**src/rtl/seg7_pkg.sv**
```systemverilog
// Shared constants and the hex glyph table for the seven-segment display driver.
package seg7_pkg;
    localparam int SEG7_W = 7;
    localparam logic [SEG7_W-1:0] SEG7_BLANK = 7'h00;

    // Active-high segments {g,f,e,d,c,b,a}
    function automatic logic [SEG7_W-1:0] seg7_glyph(input logic [3:0] nibble);
        case (nibble)
            4'h0:    return 7'h3F;
            4'h1:    return 7'h06;
            4'h2:    return 7'h5B;
            4'h3:    return 7'h4F;
            4'h4:    return 7'h66;
            4'h5:    return 7'h6D;
            4'h6:    return 7'h7D;
            4'h7:    return 7'h07;
            4'h8:    return 7'h7F;
            4'h9:    return 7'h6F;
            4'hA:    return 7'h77;
            4'hB:    return 7'h7C;
            4'hC:    return 7'h39;
            4'hD:    return 7'h5E;
            4'hE:    return 7'h79;
            default: return 7'h71;
        endcase
    endfunction
endpackage

```
**src/rtl/seg7_scan_driver_if.sv**
```systemverilog
// Load bus into the scan driver and the pin-side outputs it returns.
interface seg7_scan_driver_if #(parameter int N_DIGITS = 4);
    import seg7_pkg::*;

    logic                    load;
    logic [4*N_DIGITS-1:0]   value;
    logic [N_DIGITS-1:0]     dp_in;
    logic [SEG7_W-1:0]       seg;
    logic                    dp;
    logic [N_DIGITS-1:0]     sel;
    logic                    frame_tick;

    modport master (output load, value, dp_in, input seg, dp, sel, frame_tick);
    modport slave  (input load, value, dp_in, output seg, dp, sel, frame_tick);
endinterface

```
**src/rtl/seg7_hex_decode.sv**
```systemverilog
// Combinational nibble to active-high seven-segment glyph.
module seg7_hex_decode
    import seg7_pkg::*;
(
    input  logic [3:0]        nibble,
    output logic [SEG7_W-1:0] glyph
);
    assign glyph = seg7_glyph(nibble);
endmodule

```
**src/rtl/seg7_scan_driver.sv**
```systemverilog
// Time-multiplexed N-digit seven-segment driver with frame-aligned display updates.
// Optional leading-zero blanking when SEG7_LZ_BLANK_EN is defined.
module seg7_scan_driver
    import seg7_pkg::*;
#(
    parameter int N_DIGITS        = 4,
    parameter int SCAN_DIV        = 50000,
    parameter bit SEG_ACTIVE_HIGH = 1'b1,
    parameter bit SEL_ACTIVE_HIGH = 1'b1
) (
    input logic                clk,
    input logic                rst,
    seg7_scan_driver_if.slave  bus
);
    localparam int PS_W  = $clog2(SCAN_DIV);
    localparam int IDX_W = (N_DIGITS > 1) ? $clog2(N_DIGITS) : 1;
    localparam logic [SEG7_W-1:0]   SEG_XOR = {SEG7_W{!SEG_ACTIVE_HIGH}};
    localparam logic                DP_XOR  = !SEG_ACTIVE_HIGH;
    localparam logic [N_DIGITS-1:0] SEL_XOR = {N_DIGITS{!SEL_ACTIVE_HIGH}};

    typedef struct packed {
        logic [4*N_DIGITS-1:0] value;
        logic [N_DIGITS-1:0]   dp;
    } frame_t;

    logic [PS_W-1:0]     prescaler;
    logic [IDX_W-1:0]    idx;
    frame_t              pending, display;
    logic                tc, last, wrap;
    logic [3:0]          nibble;
    logic                dp_cur, blank;
    logic [N_DIGITS-1:0] sel_oh;
    logic [SEG7_W-1:0]   glyph, glyph_eff;
    logic [SEG7_W-1:0]   seg_r;
    logic                dp_r, tick_r;
    logic [N_DIGITS-1:0] sel_r;
`ifdef SEG7_LZ_BLANK_EN
    logic                zero_above;
`endif

    assign tc   = (prescaler == PS_W'(SCAN_DIV - 1));
    assign last = (idx == IDX_W'(N_DIGITS - 1));
    assign wrap = tc && last;

    always_comb begin
        nibble = '0;
        dp_cur = 1'b0;
        sel_oh = '0;
        blank  = 1'b0;
        for (int k = 0; k < N_DIGITS; k++) begin
            if (idx == IDX_W'(k)) begin
                nibble    = display.value[4*k +: 4];
                dp_cur    = display.dp[k];
                sel_oh[k] = 1'b1;
            end
        end
`ifdef SEG7_LZ_BLANK_EN
        // Walk from the top digit down; a digit blanks only if it and everything above it is zero.
        zero_above = 1'b1;
        for (int k = N_DIGITS - 1; k > 0; k--) begin
            zero_above = zero_above && (display.value[4*k +: 4] == 4'h0);
            if (idx == IDX_W'(k)) blank = zero_above;
        end
`endif
    end

    seg7_hex_decode u_dec (.nibble(nibble), .glyph(glyph));

    assign glyph_eff = blank ? SEG7_BLANK : glyph;

    always_ff @(posedge clk or posedge rst) begin
        if (rst) begin
            prescaler <= '0;
            idx       <= '0;
            pending   <= '0;
            display   <= '0;
            tick_r    <= 1'b0;
            seg_r     <= SEG_XOR;
            dp_r      <= DP_XOR;
            sel_r     <= SEL_XOR;
        end else begin
            prescaler <= tc ? '0 : prescaler + 1'b1;
            if (tc) idx <= last ? '0 : idx + 1'b1;
            if (load_q()) pending <= '{value: bus.value, dp: bus.dp_in};
            // Display only moves at the frame boundary, so a frame is never torn.
            if (wrap) display <= pending;
            tick_r <= wrap;
            seg_r  <= glyph_eff ^ SEG_XOR;
            dp_r   <= dp_cur ^ DP_XOR;
            sel_r  <= sel_oh ^ SEL_XOR;
        end
    end

    function automatic logic load_q();
        return bus.load;
    endfunction

    assign bus.seg        = seg_r;
    assign bus.dp         = dp_r;
    assign bus.sel        = sel_r;
    assign bus.frame_tick = tick_r;
endmodule

```
**src/flat_wrapper.sv**
```systemverilog
// flat-port wrapper written by rule: the top's interface ports become plain ports
module seg7_scan_driver_flat import seg7_pkg::*;
#(
    parameter int N_DIGITS        = 4,
    parameter int SCAN_DIV        = 50000,
    parameter bit SEG_ACTIVE_HIGH = 1'b1,
    parameter bit SEL_ACTIVE_HIGH = 1'b1
)
  (clk, rst, bus_load, bus_value, bus_dp_in, bus_seg, bus_dp, bus_sel, bus_frame_tick);
  seg7_scan_driver_if #(.N_DIGITS(N_DIGITS)) bus_i ();
  input logic clk;
  input logic rst;
  input wire logic [$bits(bus_i.load)-1:0] bus_load;
  input wire logic [$bits(bus_i.value)-1:0] bus_value;
  input wire logic [$bits(bus_i.dp_in)-1:0] bus_dp_in;
  output wire logic [$bits(bus_i.seg)-1:0] bus_seg;
  output wire logic [$bits(bus_i.dp)-1:0] bus_dp;
  output wire logic [$bits(bus_i.sel)-1:0] bus_sel;
  output wire logic [$bits(bus_i.frame_tick)-1:0] bus_frame_tick;
  assign bus_i.load = bus_load;
  assign bus_i.value = bus_value;
  assign bus_i.dp_in = bus_dp_in;
  assign bus_seg = bus_i.seg;
  assign bus_dp = bus_i.dp;
  assign bus_sel = bus_i.sel;
  assign bus_frame_tick = bus_i.frame_tick;
  seg7_scan_driver #(.N_DIGITS(N_DIGITS), .SCAN_DIV(SCAN_DIV), .SEG_ACTIVE_HIGH(SEG_ACTIVE_HIGH), .SEL_ACTIVE_HIGH(SEL_ACTIVE_HIGH)) u_core (.clk(clk), .rst(rst), .bus(bus_i));
endmodule
```
**config.mk**
```make
export PLATFORM = sky130hd
export DESIGN_NAME = seg7_scan_driver_flat
export DESIGN_NICKNAME = d
export VERILOG_FILES = /design/src/rtl/seg7_pkg.sv /design/src/rtl/seg7_scan_driver_if.sv /design/src/rtl/seg7_hex_decode.sv /design/src/rtl/seg7_scan_driver.sv /design/src/flat_wrapper.sv
export SDC_FILE = /design/constraint.sdc
export NUM_CORES = 1
export LEC_CHECK = 0
export BUFFER_PORTS_ARGS = -buffer_cell sky130_fd_sc_hd__buf_2
export CAP_MARGIN = 15
export CORE_UTILIZATION = 40
export DETAILED_ROUTE_END_ITERATION = 7
export PLACE_DENSITY = 0.7
export SETUP_SLACK_MARGIN = 0.3
export SYNTH_ARGS = -nofsm -noshare
export SYNTH_HDL_FRONTEND = slang
export SYNTH_SLANG_ARGS = --single-unit
```
**constraint.sdc**
```tcl
create_clock -name clk -period 8.45 [get_ports clk]
set_clock_uncertainty 0.05 [all_clocks]
set_input_delay 0.4225 -clock clk [delete_from_list [all_inputs] [get_ports clk]]
set_output_delay 0.4225 -clock clk [all_outputs]
set_load 0.05 [all_outputs]
```
* Yosys cells after proc, flatten, opt, wreduce, memory -nomap -nowiden
Memory sizes are Yosys's and may differ from the RTL's. A register that Yosys moved wholly into a read port is not among the register bits.
Cells that the tools add are included.
** Cells by class
- Equality and inequality tests :: 4
- Add/subtract/negate cells :: 2
- Reductions and logical operators :: 2
- Multiplexer cells :: 14
** Operators with widths (count)
- 16-bit by 1-bit adder with 16-bit output, second input constant :: 1
- 16-bit equality test, second input constant :: 1
- 16-bit two-way mux :: 1
- 4-bit two-way mux :: 4
- 1-bit two-way mux :: 8
- 2-bit equality test, second input constant :: 2
- 2-bit by 1-bit adder with 2-bit output, second input constant :: 1
- 2-bit by 1-bit equality test with 1-bit output, second input constant :: 1
- 2-bit zero test :: 1
- 2-bit two-way mux :: 1
- 1-bit logical AND :: 1
** Word-level totals
- Logic and storage cells :: 32
- Memories :: 1
- Bits in read-only memories :: 112
- Flip-flop bits (word level) :: 64
- Bits of input ports :: 23
** Memory list
- (name not given) :: depth 16, width 7, rd ports 1, clocked after Yosys merged registers in 1, wr ports 0, RTL line seg7_pkg.sv:8 : case (nibble)

* Longest topological paths before layout
- Depth after elaboration :: 5
- Gate-level depth with buffers :: 10
- Depth with buffers taken out :: 9

* By module
A second synthesis with hierarchy kept.
** Second synthesis, totals
- Cell total of the unflattened synthesis :: 246
- Area total of the unflattened synthesis :: 3216.8 um^2
** Modules (own cells, without submodules)
- seg7_scan_driver :: cells an instance 213, instances 1, area each 2934.1 um^2, sequential area each 1776.7 um^2
- seg7_hex_decode :: cells an instance 33, instances 1, area each 282.8 um^2, sequential area each 0.0 um^2

* Worst setup path after synthesis
OpenSTA, ideal clock, no wires.
- Path type :: register to register
- Start :: reg u_core.idx[0]
- End :: reg u_core.seg_r[6], in the netlist u_core.bus.seg[6]
- Data required time :: 8.312 ns
- Path buffers :: 2
- Stages on the path, launching flop included :: 10
- Arrival :: 2.511 ns
- Setup slack :: 5.801 ns
- Cells stage by stage :: dfrtp_1 ha_1 clkbuf_1 clkbuf_1 a211oi_1 a211oi_1 inv_1 ha_1 mux2_2 a22oi_1
** RTL lines
- start, declared :: RTL line seg7_scan_driver.sv:27 : logic [IDX_W-1:0] idx;
- start signal, assigned :: RTL line seg7_scan_driver.sv:83 : if (tc) idx <= last ? '0 : idx + 1'b1;
- 2-bit equality test
- named net u_core.last :: RTL line seg7_scan_driver.sv:29 : logic tc, last, wrap;
- 4-bit two-way mux :: RTL line seg7_scan_driver.sv:51 : if (idx == IDX_W'(k)) begin
- end, declared :: RTL line seg7_scan_driver.sv:34 : logic [SEG7_W-1:0] seg_r;
The timed path passes the listed nets, and every way through them passes these cells.
A chain may end at the register's enable or synchronous reset.

* Worst setup path in the final report
Same ends and word-level chain as after synthesis.

==> summary.md <==
| Metric | Value |
|---|---|
| Placeable Area | `7767 um2` |
| Final Cycle Share | `34.43%` |
| GRT Total Usage | `14.53%` |
| P per Cell Area | `182.5 nW/um2` |
| Synthesized net count | `289` |
| Yosys cell types | `39` |
| Setup crit end kind | `flip-flop` |
| Root Buffer Master | `clkbuf_8` |
| Die Wd | `91.94 um` |
| CTS tree | `done` |
| Detail Placement HPWL | `3752 um` |
| Total power | `682.0 uW` |
| Port Buffers | `35` |
| Hold Path Class | `input pin to flip-flop` |
| Total gr overflow | `0` |
| Clk sinks | `71` |
| Post-route DRC | `0` |
| FF+latch count, synth | `71` |
| Clk_lat worst skew | `roughly 0.35 ns` |
| Synthesis-to-finish area growth | `15.51%` |
| Layout Utilization | `48.12%` |
| Ratio of cells with drive above 1 in the final layout | `34.01%` |
| Most used DFF post-synth | `dfrtp_1` |
| Ys async rst share | `100.0%` |
| N_diodes | `0` |
| Sum Neg Setup Slack | `0 ns` |
| Syn avg cell area | `between 10 and 15 um2` |
| Worst slew pin tran | `approximately 0.87 ns` |
| Data arrival, critical path | `about 3.1 ns` |
| DR vias | `2001` |
| VDD IR max | `0.1127 mV` |
| CTS resizes | `0` |
| EDFF count, synth | `0` |
| Drt first pass iters | `4` |
| Crit Path Max Fanout | `18` |
| Die height | `91.94 um` |
| Row count | `32` |
| Final setup viols | `0` |
| Status | `finished, final reports clean` |
| Longest Clk Path Bufs | `2` |
| Hold-fix buffers, CTS | `0` |
| Vias in the first global route | `1967` |
| Achievable frequency | `343.7 MHz` |
| Most common cell in the netlist | `dfrtp_1` |
| Routed len/inst | `13.63 um` |
| Post-layout minimum cycle time | `2.910 ns` |
| Initial core utilization | `41.66%` |
| Clock Pin Slew Worst Setup and Hold Paths | `0.08 ns` |
| Commonest cells in the netlist | `71 x dfrtp_1, 33 x mux2_2, 12 x ha_1, 12 x inv_1, 12 x nand2_1` |
| Global-route wire length before repair | `9480 um` |
| Critical setup path kind | `flip-flop to flip-flop` |
| Critical Path Source Type | `flip-flop` |
| Final hold violations | `0` |
| Setup repair bufs after CTS | `0` |
| Nets | `roughly 330` |
| Cell taking the most area after synthesis | `dfrtp_1` |
| H-tree Lvls | `3` |
| Vias/cell | `roughly 5` |
| Largest cells by area after synthesis | `dfrtp_1 55%, mux2_2 11%, ha_1 4.6%` |
| Routed WL | `5437 um` |
| Worst hold slack | `around 0.25 ns` |
| Max-cap viol count | `0` |
| IO Count | `36` |
| Final ANT Viol Nets | `0` |
| Initial DRC count | `108` |
| Top cell type's share of synthesized area | `54.91%` |
| Mapped Cells | `approximately 250` |
| Pin count of the biggest net entering global routing | `72` |
| Die area | `8453 um2` |
| Slew HR | `41.26%` |
| Total CTS buffers | `9` |
| Netlist Area Pre-Place | `between 3000 and 4000 um2` |
| Slew Limit Fails | `0` |
| Register area share after synthesis | `between 50% and 60%` |
| GP Congestion | `0.7995` |
| LEAKAGE | `1.717 nW` |
| Unrepaired setup endpoints after global routing | `false` |
| CP required | `8.66 ns` |
| Antenna violations before repair | `0` |
| Synth Warn # | `0` |
-- path summary, 6_finish.rpt --
path	end	cells after the start	start	slack, ns
worst max-delay path	u_core.bus.seg[6]$_DFF_PP0_	7	u_core.idx[0]$_DFFE_PP0N_	5.54
worst min-delay path	u_core.pending[11]$_DFFE_PP0P_	2	bus_value[7]	0.25
worst max register to register	u_core.bus.seg[6]$_DFF_PP0_	7	u_core.idx[0]$_DFFE_PP0N_	5.54
worst min register to register	u_core.prescaler[0]$_DFF_PP0_	1	u_core.prescaler[0]$_DFF_PP0_	0.45
max in group asynchronous	u_core.pending[4]$_DFFE_PP0P_	3	rst	7.51
min in group asynchronous	u_core.bus.seg[3]$_DFF_PP0_	3	rst	0.27
-- worst max-delay path: stages (launching register included) --
cell and delay, ns:
dfrtp_1 0.39, ha_1 0.60, a211oi_1 0.10, a211oi_1 0.77, inv_1 0.23, ha_1 0.28
mux2_2 0.26, a22oi_1 0.14
-- cells by family (layout without fill, tap and decap cells) --
logic type               Yosys count  after routing  share of synthesized area [%]
XOR/XNOR                          12             12                          3.248
adder cells (fa/ha/maj)           12             12                          4.640
AO/OA/AOI/OAI                     26             26                          5.221
AND/OR/NAND/NOR                   63             63                          11.68
multiplexers                      47             47                          17.36
flip-flops                        71             71                          54.91
buffers and inverters             23             66                          2.939
-- cell usage in the layout (no fill, tap or decap), types with 2 or more instances in the layout --
master	count
bufinv_16	2
mux2_2	33
nand3b_1	4
nand3_1	5
or4_1	3
o21ai_0	6
clkbuf_8	9
inv_6	3
ha_1	12
mux2i_1	4
nor2b_1	5
xor2_1	7
nor3_1	3
a211oi_1	6
a2bb2oi_1	2
xnor2_1	5
buf_4	3
nand4_1	3
nor3b_1	4
dfrtp_1	71
nand4b_1	2
buf_2	35
inv_1	11
or3_1	2
nor2_1	11
nand2_1	12
mux2_4	10
and2_1	2
a21oi_1	7
-- layout make-up --
class / count / area, um2
Multi-Input combinational cell: 160 / 1364
Clock inverter: 7 / 102.6
Timing Repair Buffer: 38 / 197.7
Sequential cell: 71 / 1777
Clock buffer: 9 / 123.9
Fill cell: 733 / 4030
Inverter: 12 / 45.04
Tap cell: 102 / 127.6
-- sequential cells by signal, indices dropped and copies added, names as in the netlist --
name,flops
u_core.bus.sel,4
u_core.bus.frame_tick,1
u_core.pending,20
u_core.prescaler,16
u_core.bus.dp,1
u_core.idx,2
u_core.bus.seg,7
u_core.display,20
-- power by group --
part / switching, mW / internal [mW] / leakage, nW
sequential: 0.00491 / 0.349 / 0.896
combinational: 0.0116 / 0.0125 / 0.710
clock: 0.134 / 0.170 / 0.111
-- metrics by stage --
stage	instance area (um2)	worst slack (ns)	std cells
6_report	3737	5.540	399
5_1_grt	3737	5.235	399
4_1_cts	3737	5.527	399
3_5_place_dp	3511	5.550	383
3_3_place_gp	3511	5.698	383
2_1_floorplan	3236	5.801	254
-- routing by layer --
metal  vias to the layer above  GRT usage (%)  wire [um]  share of wire [%]
met5                         -              0          0                  0
met4                         0          6.380         82                1.5
met3                        10          3.731        222                4.1
met2                        49          21.39       2472                 45
met1                       971          20.20       2658                 49
li1                        971              -          -                  -
No activity file was read; power rests on OpenSTA's default activity.
